[src/rtl/ps2_pkg.sv]
// ps2_pkg: shared definitions for the PS/2 frame receiver.
//   - receiver FSM state type
//   - scan-code prefix bytes (extended, break)
//   - frame length in bits (start + 8 data + parity + stop)
//   - frame_good(): odd parity over data+parity, stop bit high
package ps2_pkg;

   localparam logic [7:0]  PS2_EXT   = 8'hE0;
   localparam logic [7:0]  PS2_BRK   = 8'hF0;
   localparam int unsigned FRAME_LEN = 11;

   typedef enum logic [1:0] {
      StIdle,
      StRecv,
      StCheck
   } ps2_state_e;

   // bits[7:0] data, bits[8] parity, bits[9] stop
   function automatic logic frame_good(input logic [9:0] bits);
      return (^bits[8:0]) & bits[9];
   endfunction

endpackage

[src/rtl/ps2_frame_rx_if.sv]
// ps2_frame_rx_if: bundle between a PS/2 keyboard side and the frame receiver.
//   ps2_clk, ps2_data : raw PS/2 lines (keyboard -> receiver)
//   code[7:0]         : last decoded scan code
//   ext, brk          : E0 / F0 prefix seen before code
//   code_valid        : one-cycle pulse when code/ext/brk update
//   frame_err         : one-cycle pulse on bad frame or timeout
// master = keyboard/host side, slave = receiver.
interface ps2_frame_rx_if;

   logic       ps2_clk;
   logic       ps2_data;
   logic [7:0] code;
   logic       ext;
   logic       brk;
   logic       code_valid;
   logic       frame_err;

   modport master (
      output ps2_clk, ps2_data,
      input  code, ext, brk, code_valid, frame_err
   );

   modport slave (
      input  ps2_clk, ps2_data,
      output code, ext, brk, code_valid, frame_err
   );

endinterface

[src/rtl/ps2_filter.sv]
// ps2_filter: 2-flop synchronizer followed by a glitch filter for one PS/2 line.
//   clk, rst : system clock, asynchronous active-high reset
//   i_raw    : raw asynchronous input
//   o_filt   : filtered level; follows the synchronized input only after
//              FILTER_LEN consecutive samples that differ from the current level
// Everything resets to 1, the PS/2 idle level.
module ps2_filter #(
   parameter int unsigned FILTER_LEN = 8
) (
   input  logic clk,
   input  logic rst,
   input  logic i_raw,
   output logic o_filt
);

   localparam int unsigned CW = $clog2(FILTER_LEN + 1);

   logic [1:0]    r_sync;
   logic [CW-1:0] r_cnt;
   logic          r_filt;

   always_ff @(posedge clk or posedge rst) begin
      if (rst) begin
         r_sync <= 2'b11;
         r_cnt  <= '0;
         r_filt <= 1'b1;
      end else begin
         r_sync <= {r_sync[0], i_raw};
         // Any sample matching the current level restarts the run.
         if (r_sync[1] == r_filt) begin
            r_cnt <= '0;
         end else if (r_cnt == CW'(FILTER_LEN - 1)) begin
            r_cnt  <= '0;
            r_filt <= r_sync[1];
         end else begin
            r_cnt <= r_cnt + CW'(1);
         end
      end
   end

   assign o_filt = r_filt;

endmodule

[src/rtl/ps2_frame_rx.sv]
// ps2_frame_rx: PS/2 keyboard frame receiver and scan-code prefix decoder.
//   clk, rst : system clock, asynchronous active-high reset
//   bus      : ps2_frame_rx_if.slave -- raw ps2_clk/ps2_data in; code, ext, brk,
//              code_valid and frame_err out
// Parameters: FILTER_LEN (glitch filter length), TIMEOUT_CYC (abort an
// in-progress frame after this many cycles without a clock falling edge).
module ps2_frame_rx
   import ps2_pkg::*;
#(
   parameter int unsigned FILTER_LEN  = 8,
   parameter int unsigned TIMEOUT_CYC = 100000
) (
   input logic           clk,
   input logic           rst,
   ps2_frame_rx_if.slave bus
);

   localparam int unsigned TW = $clog2(TIMEOUT_CYC + 1);

   logic w_clk_f, w_data_f, w_fall;
   logic r_clk_prev;

   ps2_filter #(.FILTER_LEN(FILTER_LEN)) u_clk_filt (
      .clk    (clk),
      .rst    (rst),
      .i_raw  (bus.ps2_clk),
      .o_filt (w_clk_f)
   );

   ps2_filter #(.FILTER_LEN(FILTER_LEN)) u_data_filt (
      .clk    (clk),
      .rst    (rst),
      .i_raw  (bus.ps2_data),
      .o_filt (w_data_f)
   );

   assign w_fall = r_clk_prev & ~w_clk_f;

   ps2_state_e    r_state, w_state_d;
   logic [3:0]    r_bit_cnt, w_bit_cnt_d;
   logic [9:0]    r_shift, w_shift_d, w_frame;
   logic [TW-1:0] r_to, w_to_d;
   logic          r_ext_pend, w_ext_pend_d, r_brk_pend, w_brk_pend_d;
   logic [7:0]    r_code, w_code_d;
   logic          r_ext, w_ext_d, r_brk, w_brk_d;
   logic          r_valid, w_valid_d, r_err, w_err_d;

   // Shift register contents including the bit sampled this cycle.
   assign w_frame = {w_data_f, r_shift[9:1]};

   always_comb begin
      w_state_d    = r_state;
      w_bit_cnt_d  = r_bit_cnt;
      w_shift_d    = r_shift;
      w_to_d       = r_to;
      w_ext_pend_d = r_ext_pend;
      w_brk_pend_d = r_brk_pend;
      w_code_d     = r_code;
      w_ext_d      = r_ext;
      w_brk_d      = r_brk;
      w_valid_d    = 1'b0;
      w_err_d      = 1'b0;
      unique case (r_state)
         StIdle: begin
            w_to_d      = '0;
            w_bit_cnt_d = '0;
            if (w_fall && !w_data_f) begin
               w_state_d   = StRecv;
               w_bit_cnt_d = 4'd1;
            end
         end
         StRecv: begin
            if (w_fall) begin
               w_to_d      = '0;
               w_shift_d   = w_frame;
               w_bit_cnt_d = r_bit_cnt + 4'd1;
               // Outputs are registered here on the stop-bit edge so they
               // are visible during the CHECK cycle.
               if (r_bit_cnt == 4'(FRAME_LEN - 1)) begin
                  w_state_d = StCheck;
                  if (!frame_good(w_frame)) begin
                     w_err_d      = 1'b1;
                     w_ext_pend_d = 1'b0;
                     w_brk_pend_d = 1'b0;
                  end else if (w_frame[7:0] == PS2_EXT) begin
                     w_ext_pend_d = 1'b1;
                  end else if (w_frame[7:0] == PS2_BRK) begin
                     w_brk_pend_d = 1'b1;
                  end else begin
                     w_code_d     = w_frame[7:0];
                     w_ext_d      = r_ext_pend;
                     w_brk_d      = r_brk_pend;
                     w_valid_d    = 1'b1;
                     w_ext_pend_d = 1'b0;
                     w_brk_pend_d = 1'b0;
                  end
               end
            end else if (r_to == TW'(TIMEOUT_CYC - 1)) begin
               w_state_d    = StIdle;
               w_bit_cnt_d  = '0;
               w_to_d       = '0;
               w_err_d      = 1'b1;
               w_ext_pend_d = 1'b0;
               w_brk_pend_d = 1'b0;
            end else begin
               w_to_d = r_to + TW'(1);
            end
         end
         StCheck: begin
            w_state_d   = StIdle;
            w_bit_cnt_d = '0;
         end
         default: w_state_d = StIdle;
      endcase
   end

   always_ff @(posedge clk or posedge rst) begin
      if (rst) begin
         r_state    <= StIdle;
         r_bit_cnt  <= '0;
         r_shift    <= '0;
         r_to       <= '0;
         r_clk_prev <= 1'b1;
         r_ext_pend <= 1'b0;
         r_brk_pend <= 1'b0;
         r_code     <= 8'h00;
         r_ext      <= 1'b0;
         r_brk      <= 1'b0;
         r_valid    <= 1'b0;
         r_err      <= 1'b0;
      end else begin
         r_state    <= w_state_d;
         r_bit_cnt  <= w_bit_cnt_d;
         r_shift    <= w_shift_d;
         r_to       <= w_to_d;
         r_clk_prev <= w_clk_f;
         r_ext_pend <= w_ext_pend_d;
         r_brk_pend <= w_brk_pend_d;
         r_code     <= w_code_d;
         r_ext      <= w_ext_d;
         r_brk      <= w_brk_d;
         r_valid    <= w_valid_d;
         r_err      <= w_err_d;
      end
   end

   assign bus.code       = r_code;
   assign bus.ext        = r_ext;
   assign bus.brk        = r_brk;
   assign bus.code_valid = r_valid;
   assign bus.frame_err  = r_err;

endmodule

[src/flat_wrapper.sv]
// flat-port wrapper written by rule: the top's interface ports become plain ports
module ps2_frame_rx_flat import ps2_pkg::*;
#(
   parameter int unsigned FILTER_LEN  = 8,
   parameter int unsigned TIMEOUT_CYC = 100000
)
  (clk, rst, bus_ps2_clk, bus_ps2_data, bus_code, bus_ext, bus_brk, bus_code_valid, bus_frame_err);
  ps2_frame_rx_if bus_i ();
  input logic clk;
  input logic rst;
  input wire logic [$bits(bus_i.ps2_clk)-1:0] bus_ps2_clk;
  input wire logic [$bits(bus_i.ps2_data)-1:0] bus_ps2_data;
  output wire logic [$bits(bus_i.code)-1:0] bus_code;
  output wire logic [$bits(bus_i.ext)-1:0] bus_ext;
  output wire logic [$bits(bus_i.brk)-1:0] bus_brk;
  output wire logic [$bits(bus_i.code_valid)-1:0] bus_code_valid;
  output wire logic [$bits(bus_i.frame_err)-1:0] bus_frame_err;
  assign bus_i.ps2_clk = bus_ps2_clk;
  assign bus_i.ps2_data = bus_ps2_data;
  assign bus_code = bus_i.code;
  assign bus_ext = bus_i.ext;
  assign bus_brk = bus_i.brk;
  assign bus_code_valid = bus_i.code_valid;
  assign bus_frame_err = bus_i.frame_err;
  ps2_frame_rx #(.FILTER_LEN(FILTER_LEN), .TIMEOUT_CYC(TIMEOUT_CYC)) u_core (.clk(clk), .rst(rst), .bus(bus_i));
endmodule
[config.mk]
export PLATFORM = sky130hd
export DESIGN_NAME = ps2_frame_rx_flat
export DESIGN_NICKNAME = d
export VERILOG_FILES = /design/src/rtl/ps2_pkg.sv /design/src/rtl/ps2_frame_rx_if.sv /design/src/rtl/ps2_filter.sv /design/src/rtl/ps2_frame_rx.sv /design/src/flat_wrapper.sv
export SDC_FILE = /design/constraint.sdc
export NUM_CORES = 1
export LEC_CHECK = 0
export BUFFER_PORTS_ARGS = -buffer_cell sky130_fd_sc_hd__buf_2
export CAP_MARGIN = 25
export CORE_ASPECT_RATIO = 0.6
export CORE_MARGIN = 2
export CORE_UTILIZATION = 60
export CTS_CLUSTER_SIZE = 14
export DETAILED_ROUTE_END_ITERATION = 6
export PLACE_DENSITY_LB_ADDON = 0.12
export SYNTH_ARGS = -nofsm -noshare
export SYNTH_HDL_FRONTEND = slang
export SYNTH_SLANG_ARGS = --single-unit
[constraint.sdc]
create_clock -name clk -period 5.53 [get_ports clk]
set_input_delay 0.553 -clock clk [delete_from_list [all_inputs] [get_ports clk]]
set_output_delay 0.553 -clock clk [all_outputs]
set_load 0.01 [all_outputs]
Word level (Yosys, flattened, before mapping)
Cells that the tools add are included.
{"block": "totals", "ff_bits": 62, "inputBits": 4, "out_inout_bits": 12, "wordCells": 98}
{"block": "op_classes", "add_sub_neg": 4, "eq_ne": 16, "muxes": 38, "bitwise": 7, "reduce_logical": 15}
{"cell": "17-bit 2-to-1 mux", "n": 2}
{"cell": "17-bit one-hot mux with 2 select lines", "n": 1}
{"cell": "4-bit 2-to-1 mux", "n": 6}
{"cell": "1-bit 2-to-1 mux", "n": 23}
{"cell": "17-bit by 1-bit adder with 17-bit output, second input constant", "n": 1}
{"cell": "17-bit equality test, second input constant", "n": 1}
{"cell": "8-bit equality test, second input constant", "n": 2}
{"cell": "4-bit by 1-bit adder with 4-bit output, second input constant", "n": 3}
{"cell": "4-bit one-hot mux with 3 select lines", "n": 1}
{"cell": "9-bit parity", "n": 1}
{"cell": "4-bit by 3-bit equality test with 1-bit output, second input constant", "n": 2}
{"cell": "2-bit 2-to-1 mux", "n": 4}
{"cell": "2-bit AND reduction", "n": 4}
{"cell": "4-bit AND reduction", "n": 2}
{"cell": "3-bit inequality test, second input constant", "n": 2}
{"cell": "6-bit AND reduction", "n": 1}
{"cell": "1-bit inverter", "n": 5}
{"cell": "4-bit equality test, second input constant", "n": 1}
{"cell": "4-bit inequality test, second input constant", "n": 1}
{"cell": "2-bit one-hot mux with 2 select lines", "n": 1}
{"cell": "2-bit nonzero test", "n": 2}
{"cell": "3-bit by 1-bit inequality test with 1-bit output, second input constant", "n": 1}
{"cell": "3-bit AND reduction", "n": 1}
{"cell": "3-bit nonzero test", "n": 1}
{"cell": "other kinds (9)", "n": 11}

Longest topological paths before layout
Gate-level depths: netlist of the first run.
{"block": "logic_depth", "depth_word": 7, "depth_mapped": 8, "depth_no_buf": 7}

Modules after synthesis
A second synthesis of the first run with hierarchy kept.
{"block": "unflattened", "cells_unflattened": 272, "hier_area_um2": 2986.6}
{"mod": "ps2_frame_rx", "n_inst": 1, "cells_per_inst": 232, "area_per_inst_um2": 2418.6, "seq_area_each_um2": 1177.4}
{"mod": "ps2_filter", "n_inst": 2, "cells_per_inst": 20, "area_per_inst_um2": 284.0, "seq_area_each_um2": 178.9}

Worst setup path before layout of the first run
No wires, ideal clock.
{"block": "synth_timing", "path_type": "register to register", "start": "register u_core.r_shift[5]", "end": "register u_core.r_brk (netlist: u_core.bus.brk)", "setup_ps": 125, "arrival_time_ps": 2042, "required_time_ps": 5405, "setup_slack_ps": 3363, "stages_incl_launch_ff": 9, "n_path_buf": 1, "synth_period_minus_slack_ps": 2167, "path_cell_list": "dfrtp_1 inv_1 ha_1 xnor3_1 xnor2_1 nor2_1 o2111a_1 buf_2 mux2_2"}
{"block": "synth_between", "elab_chain_len": 3}
{"item": "from (decl)", "line": "ps2_frame_rx.sv:41", "text": "logic [9:0] r_shift, w_shift_d, w_frame;"}
{"item": "from (signal assigned)", "line": "ps2_frame_rx.sv:134", "text": "r_shift <= w_shift_d;"}
{"item": "9-bit parity, or another cell as far along", "line": "ps2_pkg.sv:20", "text": "return (^bits[8:0]) & bits[9];"}
{"item": "1-bit bitwise AND / 1-bit inverter (equally long branches)"}
{"item": "6-bit AND reduction (no line) *"}
{"item": "to (signal assigned)", "line": "ps2_frame_rx.sv:141", "text": "r_brk <= w_brk_d;"}
{"item": "to (decl)", "line": "ps2_frame_rx.sv:45", "text": "logic r_ext, w_ext_d, r_brk, w_brk_d;"}
Mark *: on every way between the ends. The rest lies on a longest branch, timed or not.
A chain may end at the register's enable or synchronous reset.

Final worst setup path of the first run
Ends and elaborated chain as after synthesis.

==> results of run 1 <==
==> cells by family (layout without fill, tap and decap cells) <==
kind of cell	after synthesis	after routing	share of synthesized area (%)
xor+xnor	7	7	2.57
fa+ha+maj	13	13	5.58
buf+inv	20	46	3.17
flops	61	61	52.6
mux	18	18	6.91
compound gates	55	55	12.0
simple gates	95	95	17.1
==> report_power, final <==
part	switching [mW]	internal, mW
Combinational	0.134	0.0865
Clock	0.169	0.253
Sequential	0.0404	0.495
Total	0.344	0.835
==> metrics by stage <==
step           power (mW)  hold slack [ns]
6_report             1.18            0.314
5_1_grt              1.25            0.286
4_1_cts              1.19            0.296
3_5_place_dp        0.760            0.351
3_3_place_gp        0.756            0.346
2_1_floorplan       0.721            0.345
==> final cells by class <==
class | instances | area share (%)
timing repair buffer | 16 | 2.54
sequential | 61 | 47.2
inverter | 14 | 1.61
clock buffer | 10 | 3.92
tap | 63 | 2.42
multi-input combinational | 188 | 39.6
clock inverter | 6 | 2.73
==> sequential cells by signal, summed over array words and instances (netlist names) <==
register / flops
u_core.r_clk_prev: 1
u_core.u_clk_filt.o_filt: 1
u_core.r_brk_pend: 1
u_core.bus.frame_err: 1
u_core.r_shift: 9
u_core.u_data_filt.r_cnt: 4
u_core.u_clk_filt.r_sync: 2
u_core.u_clk_filt.r_cnt: 4
u_core.bus.brk: 1
u_core.bus.code_valid: 1
u_core.r_to: 17
u_core.r_ext_pend: 1
u_core.r_state: 2
u_core.u_data_filt.r_sync: 2
u_core.r_bit_cnt: 4
u_core.bus.code: 8
u_core.u_data_filt.o_filt: 1
u_core.bus.ext: 1
==> layer usage <==
metal / up-vias / global-route usage [%]
met5: - / 0
met4: 0 / 8.28
met3: 4 / 8.58
met2: 58 / 27.7
met1: 980 / 35.8
li1: 1008 / -
==> cells in the final DEF, fill, tap and decap left out, drive strengths merged, types with 4 or more instances in the layout <==
master,count
nand4,4
dfstp,7
ha,13
or3,5
nor3,13
buf,16
a31oi,7
or2,4
nor2,20
nand3,14
mux2,17
xnor2,5
a21oi,10
a21o,5
nand2,22
inv,14
dfrtp,54
o21ai,20
clkbuf,10
==> worst paths after layout <==
path,startpoint,slack (ns),end,cells past startpoint
setup / recovery,u_core.r_shift[5],3.05,u_core.bus.brk,7
hold / removal,bus_ps2_data,0.31,u_core.u_data_filt.r_sync[0],1
setup reg to reg,u_core.r_shift[5],3.05,u_core.bus.brk,7
hold reg to reg,u_core.u_data_filt.r_sync[0],0.36,u_core.u_data_filt.r_sync[1],0
max in group asynchronous,rst,4.61,u_core.bus.brk,3
min in group asynchronous,rst,0.43,u_core.u_data_filt.r_cnt[3],3
==> results.ini, run 1 <==
[outcome]
outcome = complete, no violations

[placed_design]
io_buffers = 15
pre_cts_slack_ns = 3.07
place_inst = 342
post-dp-hpwl_um = 3620
place_area_mm2 = 0.00304
routabilityCongestion = 0.843

[sta]
worstMarginPinSlew_ns = 0.990
rsz0062_at_grt = false
fin_ws_ns = 3.05
fmax_ghz = 0.403
skew_ns = 0.0108
hold_viol = 0
final.setup.tns_ns = 0
fin_crit_ns = 2.48
relSlewSlack_pct = 33.9
setup_violations = 0
slew_violations = 0
period_share_pct = 44.8

[routing]
vias = 2050
drt_pass1_iterations = 6
met1_length_um = 2860
postRouteAntennaNets = 0
drc = 0
first_iter_violations = 142
wire_per_inst_um = 14.8
route.met2.wl_um = 2070
dr_wl_met3_um = 316
vias_per_cell = 5.73
routed_wl_um = 5290
top_layer = met4

[final_layout]
fin_nets = 307
diodes = 0
multi_input_area_mm2 = 0.00129
final-instance-count-excl-fill = 358
fin_util_pct = 70.2
final_area_mm2 = 0.00325
drive_above_1_share_pct = 23.1
fill_cells = 356
seqCellArea_mm2 = 0.00154
area_growth_pct = 11.6

[worst_setup_path]
cp-end-kind = flip-flop
start_kind = flip-flop
critical-path-top-delay-family = compound AO/OA/AOI/OAI gates
slowest_delay_ns = 0.53
cp_cell_sequence = inv_1 -> ha_1 -> xnor3_1 -> xnor2_1 -> nor2_1 -> o2111a_1 -> mux2_2
path_max_fanout = 11
critPathBufInv = 1
setup.worst_path.class = reg -> reg
cp.required_ns = 5.75
cpMaxStageDelayCell = o2111a_1
critical_path_arrival_ns = 2.70

[global_route]
gr-total-overflow = 0
grt_pass1_wl_um = 9250
grt_antenna_before_repair = 0
grt_pass1_vias = 1881
grt_usage_pct = 22.6
grt_max_degree = 62

[job]
maxCapViolations = 0

[clock_network]
max-clock-path-buffers = 2
post_cts_resized = 0
postCtsHoldBufs = 0
cts_tree = yes
htreeDepth = 3
clk_pin_slew_ns = 0.07
cts_root_buf = clkbuf_8
clock-sinks = 61
postCtsSetupBuffers = 0
clk_latency_ns = 0.34
numCtsBuffers = 9

[die]
core_area_mm2 = 0.00464
die_area_mm2 = 0.00545
rows = 19
die_x_um = 94.0
start_util_pct = 62.9
die_h_um = 58.0
io_pins = 16

[logic_synthesis]
yosys_warnings = 0
synth_commonest_cells = dfrtp_1, nand2_1, nor2_1, o21ai_0, mux2_2
synth_cell_types = 46
yosysTopAreaCellShare_pct = 46.3
yosysSeqAreaShare_pct = 52.6
yosysMostFrequentCell = dfrtp_1
synth_area_leaders = dfrtp_1, mux2_2, dfstp_2
synth_top_flop_cell = dfrtp_1
netlist_area_mm2 = 0.00292
syn_nets = 286
synth_area_per_cell_um2 = 10.8
synth_top_cell_by_area = dfrtp_1
synth_seq_cells = 61
async_flop_share_pct = 100
synth_cells = 269
synth_edf_count = 0

[min_path]
min_path_type = in -> reg

[pwr]
power_density_mw_per_mm2 = 362
ir_drop_mv = 0.299
power_leakage_nw = 1.53

(Power assumes the default switching activity.)
==> run 2: changes to the inputs <==
Settings changed: CORE_UTILIZATION 60 to 54.
Clock period 5.53 ns to 2.1 ns, I/O delays scaled along.
==> run 2 against run 1 <==
Against the previous run:
- the flow now finishes with violations (setup timing)
- setup slack worse by 3.3 ns
- final cell count is 14% higher
- sequential share of layout area is 7.0 points lower
- sequential power grew to 2.6 times the previous value
- clock power grew to 2.8 times the previous value
- sequential cell count stayed put
- core utilization is 4.3 points higher
- worst hold slack better by 0.042 ns
- total power grew to 2.9 times the previous value
- register-to-register slack worse by 3.3 ns
- clock-buffer cell count stayed put
- largest cell class unchanged
- highest routed layer unchanged
==> results.ini, run 2 (synthesized netlist as in run 1, its figures left out) <==
[global_route]
gr-total-overflow = 0
grt_pass1_vias = 1940
grt_antenna_before_repair = 0
grt_pass1_wl_um = 9650
grt_max_degree = 34
grt_usage_pct = 21.4

[final_layout]
diodes = 0
largest_reg_flops = 17
top_register = u_core.r_to
final-instance-count-excl-fill = 407
drive_above_1_share_pct = 37.2
layout_common_cells = dfrtp_1, buf_4, nand2_1, nor2_1, buf_2
area_growth_pct = 31.1
fin_nets = 353
final_common_cell = dfrtp_1
final_area_mm2 = 0.00382

[routing]
vias = 2307
postRouteAntennaNets = 0
drt_pass1_iterations = 5
wire_per_inst_um = 16.5
drc = 0
routed_wl_um = 6710
first_iter_violations = 171
vias_per_cell = 5.67

[die]
die_x_um = 98.9
die_h_um = 60.9
core_area_mm2 = 0.00513
rows = 20
die_area_mm2 = 0.00602
io_pins = 16
start_util_pct = 56.9

[sta]
rsz0062_at_grt = true
worstMarginPinSlew_ns = 0.706
fin_ws_ns = -0.215
fin_crit_ns = 2.32
fmax_ghz = 0.432
timing.hold.ws_ns = 0.356
setup_violations = 15
period_share_pct = 110
skew_ns = 0.00818
slew_violations = 0
relSlewSlack_pct = 52.9
hold_viol = 0

[clock_network]
cts_root_buf = clkbuf_8
max-clock-path-buffers = 2
htreeDepth = 3
clk_latency_ns = 0.34
cts_tree = yes
numCtsBuffers = 9
clock-sinks = 61
clk_pin_slew_ns = 0.07

[placed_design]
place_inst = 373
io_buffers = 15
post-dp-hpwl_um = 4110
place_area_mm2 = 0.00329
pre_cts_slack_ns = -0.110
routabilityCongestion = 0.831

[pwr]
internal_power_mw = 2.41
p_sw_mw = 1.03
ir_drop_mv = 0.485
power.share.clock_pct = 34.1
power_frac_seq_pct = 41.0
power_density_mw_per_mm2 = 900
netSwitchingFraction_pct = 30.1
p_comb_share_pct = 24.9
power_leakage_nw = 1.81

[outcome]
violations = setup timing
outcome = complete, but fails checks

[worst_setup_path]
critical_path_arrival_ns = 2.59
path_max_fanout = 4
cp.required_ns = 2.37
cp-end-kind = flip-flop
setup.worst_path.class = reg -> reg
start_kind = flip-flop

[min_path]
min_path_type = reg -> reg

[job]
maxCapViolations = 0

run 2: cell types whose count changed in the layout (fill, tap and decap cells not counted), moves of 2 or more:
cell,before,now
mux2_4,0,10
buf_12,0,3
o21ai_1,0,5
buf_6,0,3
clkbuf_16,0,2
buf_4,1,34
a21oi_1,10,6
a21oi_2,0,4
o21ai_0,19,14
dlygate4sd3_1,0,3
mux2_2,17,7
ha_1,13,11
o31ai_1,2,0
run 2: cell type report:
| class | count | area (um^2) |
|---|---|---|
| Sequential cell | 61 | 1540 |
| Multi-Input combinational cell | 189 | 1420 |
| Fill cell | 325 | 1310 |
| Timing Repair Buffer | 61 | 509 |
| Clock buffer | 10 | 138 |
| Clock inverter | 6 | 86.3 |
| Tap cell | 66 | 82.6 |
| Inverter | 14 | 52.6 |
run 2: worst paths after layout:
check | cells past startpoint | start | slack, ns | end
hold / removal | 0 | u_core.u_clk_filt.r_sync[0] | 0.36 | u_core.u_clk_filt.r_sync[1]
setup reg to reg | 7 | u_core.r_shift[6] | -0.22 | u_core.r_ext_pend
hold reg to reg | 0 | u_core.u_clk_filt.r_sync[0] | 0.36 | u_core.u_clk_filt.r_sync[1]
setup / recovery | 7 | u_core.r_shift[6] | -0.22 | u_core.r_ext_pend
max in group asynchronous | 4 | rst | 0.98 | u_core.r_to[10]
min in group asynchronous | 3 | rst | 0.54 | u_core.u_clk_filt.r_cnt[3]
run 2: stage by stage:
stage / setup TNS, ns / util [%] / power, mW
2_1_floorplan: 0 / - / 1.90
3_5_place_dp: -0.934 / 64.1 / 2.10
5_1_grt: -2.82 / 74.5 / 3.62
6_report: -1.62 / 74.5 / 3.44
4_1_cts: -0.808 / 69.3 / 3.30
3_3_place_gp: -0.427 / 64.1 / 2.09
run 2: layer usage:
metal / wire length (um) / up-vias / global-route usage (%) / part of all wire (%)
met4: 83 / 0 / 9.00 / 1.2
met3: 479 / 10 / 5.53 / 7.1
met5: 0 / - / 0 / 0
met2: 2840 / 89 / 28.5 / 42
met1: 3310 / 1099 / 32.8 / 49
li1: - / 1109 / - / -
run 2: critical path, stage by stage, from the launching register on:
cell and delay [ns]:
dfrtp_1 0.43, ha_4 0.26, xnor3_1 0.37, xnor2_2 0.17, buf_4 0.14, nor3_1 0.50, a21o_1 0.24, a32o_1 0.14
run 2: repair_timing:
| item | in CTS | in global routing |
|---|---|---|
| hold buffers | 3 | 0 |
| setup endpoints to repair | 10 | 19 |
| pin swaps | 1 | 13 |
| hold endpoints to repair | 21 | 0 |
| buffers inserted | 1 | 10 |
| cloned | 0 | 4 |
| resized for setup | 1 | 35 |
run 2: power groups by stage:
| stage | Sequential, mW | Clock [mW] | Combinational [mW] |
|---|---|---|---|
| floorplan | 1.40 | 0 | 0.497 |
| global placement | 1.43 | 0 | 0.665 |
| detailed placement | 1.43 | 0 | 0.670 |
| CTS | 1.41 | 1.20 | 0.682 |
| global route | 1.43 | 1.25 | 0.936 |
| finish | 1.41 | 1.17 | 0.856 |
==> run 3: changes to the inputs <==
Settings changed: CAP_MARGIN 25 to 5, SETUP_SLACK_MARGIN set to 0.3.
==> run 3 against run 2 <==
Against the previous run:
- the flow still finishes with violations (setup timing)
- sequential cell count did not move
- clock-buffer cell count rose by 2
- cell area rose by 5.0%
- global-route usage rose by 3.4 points
- wire length rose by 5.0%
- final cell count rose by 0.74%
- clock skew fell by 0.0029 ns
- total power rose by 7.0%
- die area did not move
- sequential power barely moved
- first-iteration DRC count rose by 6.4%
- combinational power rose by 13%
- critical endpoint is now u_core.bus.code[6]
- highest routed layer unchanged
==> results.ini, run 3 (synthesized netlist as in run 1, its figures left out) <==
[outcome]
outcome = complete, but fails checks
violations = setup timing

[worst_setup_path]
cp-end-kind = flip-flop
start_kind = flip-flop
cp.required_ns = 2.32
critical_path_arrival_ns = 2.51
setup.worst_path.class = reg -> reg
path_max_fanout = 6
r2r_slack_ns = -0.19

[die]
die_h_um = 60.9
io_pins = 16
start_util_pct = 56.9
core_area_mm2 = 0.00513
rows = 20
die_x_um = 98.9
die_area_mm2 = 0.00602

[global_route]
gr-usage-met2_pct = 35.6
gr-total-overflow = 0
busiest_layer = met1
grt_usage_pct = 24.8
grt_pass1_wl_um = 11300
grt_antenna_before_repair = 0
grt_use_met3_pct = 7.95
grt_pass1_vias = 2273
grt.met1_usage_pct = 36.7
grt_max_degree = 37

[final_layout]
drive_above_1_share_pct = 43.9
top_register = u_core.r_to
final_common_cell = dfrtp_1
fin_nets = 356
multi_input_area_mm2 = 0.00157
fill_cells = 303
largest_reg_flops = 17
area_growth_pct = 37.6
layout_common_cells = dfrtp_1, buf_4, nand2_1, nor2_1, buf_2
final-instance-count-excl-fill = 410
diodes = 0
seqCellArea_mm2 = 0.00154

[routing]
first_iter_violations = 182
vias = 2362
drt_pass1_iterations = 4
wire_per_inst_um = 17.2
postRouteAntennaNets = 0
vias_per_cell = 5.76
routed_wl_um = 7050
drc = 0

[min_path]
min_path_type = reg -> reg

[clock_network]
clk_pin_slew_ns = 0.07
max-clock-path-buffers = 2
clock-sinks = 61
clk_latency_ns = 0.34
cts_tree = yes
cts_root_buf = clkbuf_8
htreeDepth = 3
numCtsBuffers = 9

[pwr]
ir_drop_mv = 0.600
power_leakage_nw = 1.85
p_total_mw = 3.68
power_density_mw_per_mm2 = 918

[sta]
setup_violations = 12
final.setup.tns_ns = -1.96
fmax_ghz = 0.436
period_share_pct = 109
hold_viol = 0
relSlewSlack_pct = 61.5
slew_violations = 0
worstMarginPinSlew_ns = 0.577
fin_crit_ns = 2.29
rsz0062_at_grt = true
fin_ws_ns = -0.192
skew_ns = 0.00524

[placed_design]
routabilityCongestion = 0.829
post-dp-hpwl_um = 4280
place_inst = 374
pre_cts_slack_ns = -0.158
io_buffers = 15

[job]
maxCapViolations = 0

## run 3: critical path, stage by stage, from the launching register on
cell and delay (ns):
dfrtp_1 0.40, inv_2 0.09, ha_4 0.21, xnor3_1 0.39
xnor2_2 0.18, nor2_2 0.15, o2111a_2 0.24, buf_6 0.11
buf_12 0.11, mux2_4 0.30
## run 3: area by class of cell
class,count,share of cell area (%)
inverter,14,1.31
clock inverter,4,2.37
sequential,61,38.3
clock buffer,12,3.87
timing repair buffer,61,12.9
tap,66,2.06
multi-input combinational,192,39.2
## run 3: final timing paths
| kind | end | start | cells past startpoint |
|---|---|---|---|
| min in group asynchronous | u_core.u_clk_filt.r_cnt[1] | rst | 3 |
| worst min-delay path | u_core.u_data_filt.r_sync[1] | u_core.u_data_filt.r_sync[0] | 0 |
| worst max register to register | u_core.bus.code[6] | u_core.r_shift[4] | 9 |
| max in group asynchronous | u_core.u_data_filt.o_filt | rst | 4 |
| worst max-delay path | u_core.bus.code[6] | u_core.r_shift[4] | 9 |
| worst min register to register | u_core.u_data_filt.r_sync[1] | u_core.u_data_filt.r_sync[0] | 0 |
## run 3: report_power, final
group | leakage [nW] | switching [mW] | internal [mW] | total (mW)
combinational | 0.903 | 0.536 | 0.430 | 0.966
clock | 0.127 | 0.455 | 0.852 | 1.31
sequential | 0.820 | 0.105 | 1.30 | 1.41
## run 3: per-stage QoR
step | util (%) | instance area (um^2) | hold slack, ns
2_1_floorplan | - | 2980 | 0.214
3_3_place_gp | 65.3 | 3350 | 0.300
3_5_place_dp | 65.3 | 3350 | 0.302
4_1_cts | 76.0 | 3900 | 0.356
5_1_grt | 78.2 | 4010 | 0.364
6_report | 78.2 | 4010 | 0.355
## run 3: layer usage
| layer | wire length, um | vias to the layer above | part of all wire, % |
|---|---|---|---|
| li1 | - | 1115 | - |
| met1 | 3350 | 1158 | 48 |
| met2 | 3190 | 81 | 45 |
| met3 | 477 | 8 | 6.8 |
| met4 | 30 | 0 | 0.43 |
| met5 | 0 | - | 0 |
## run 3: what timing repair did
action | in CTS | in global routing
gates resized for setup | 47 | 16
endpoints found under the setup margin | 37 | 37
setup buffers | 8 | 4
hold buffers | 3 | 0
endpoints found under the hold margin | 22 | 0
pin swaps | 15 | 13
cloned | 4 | 1
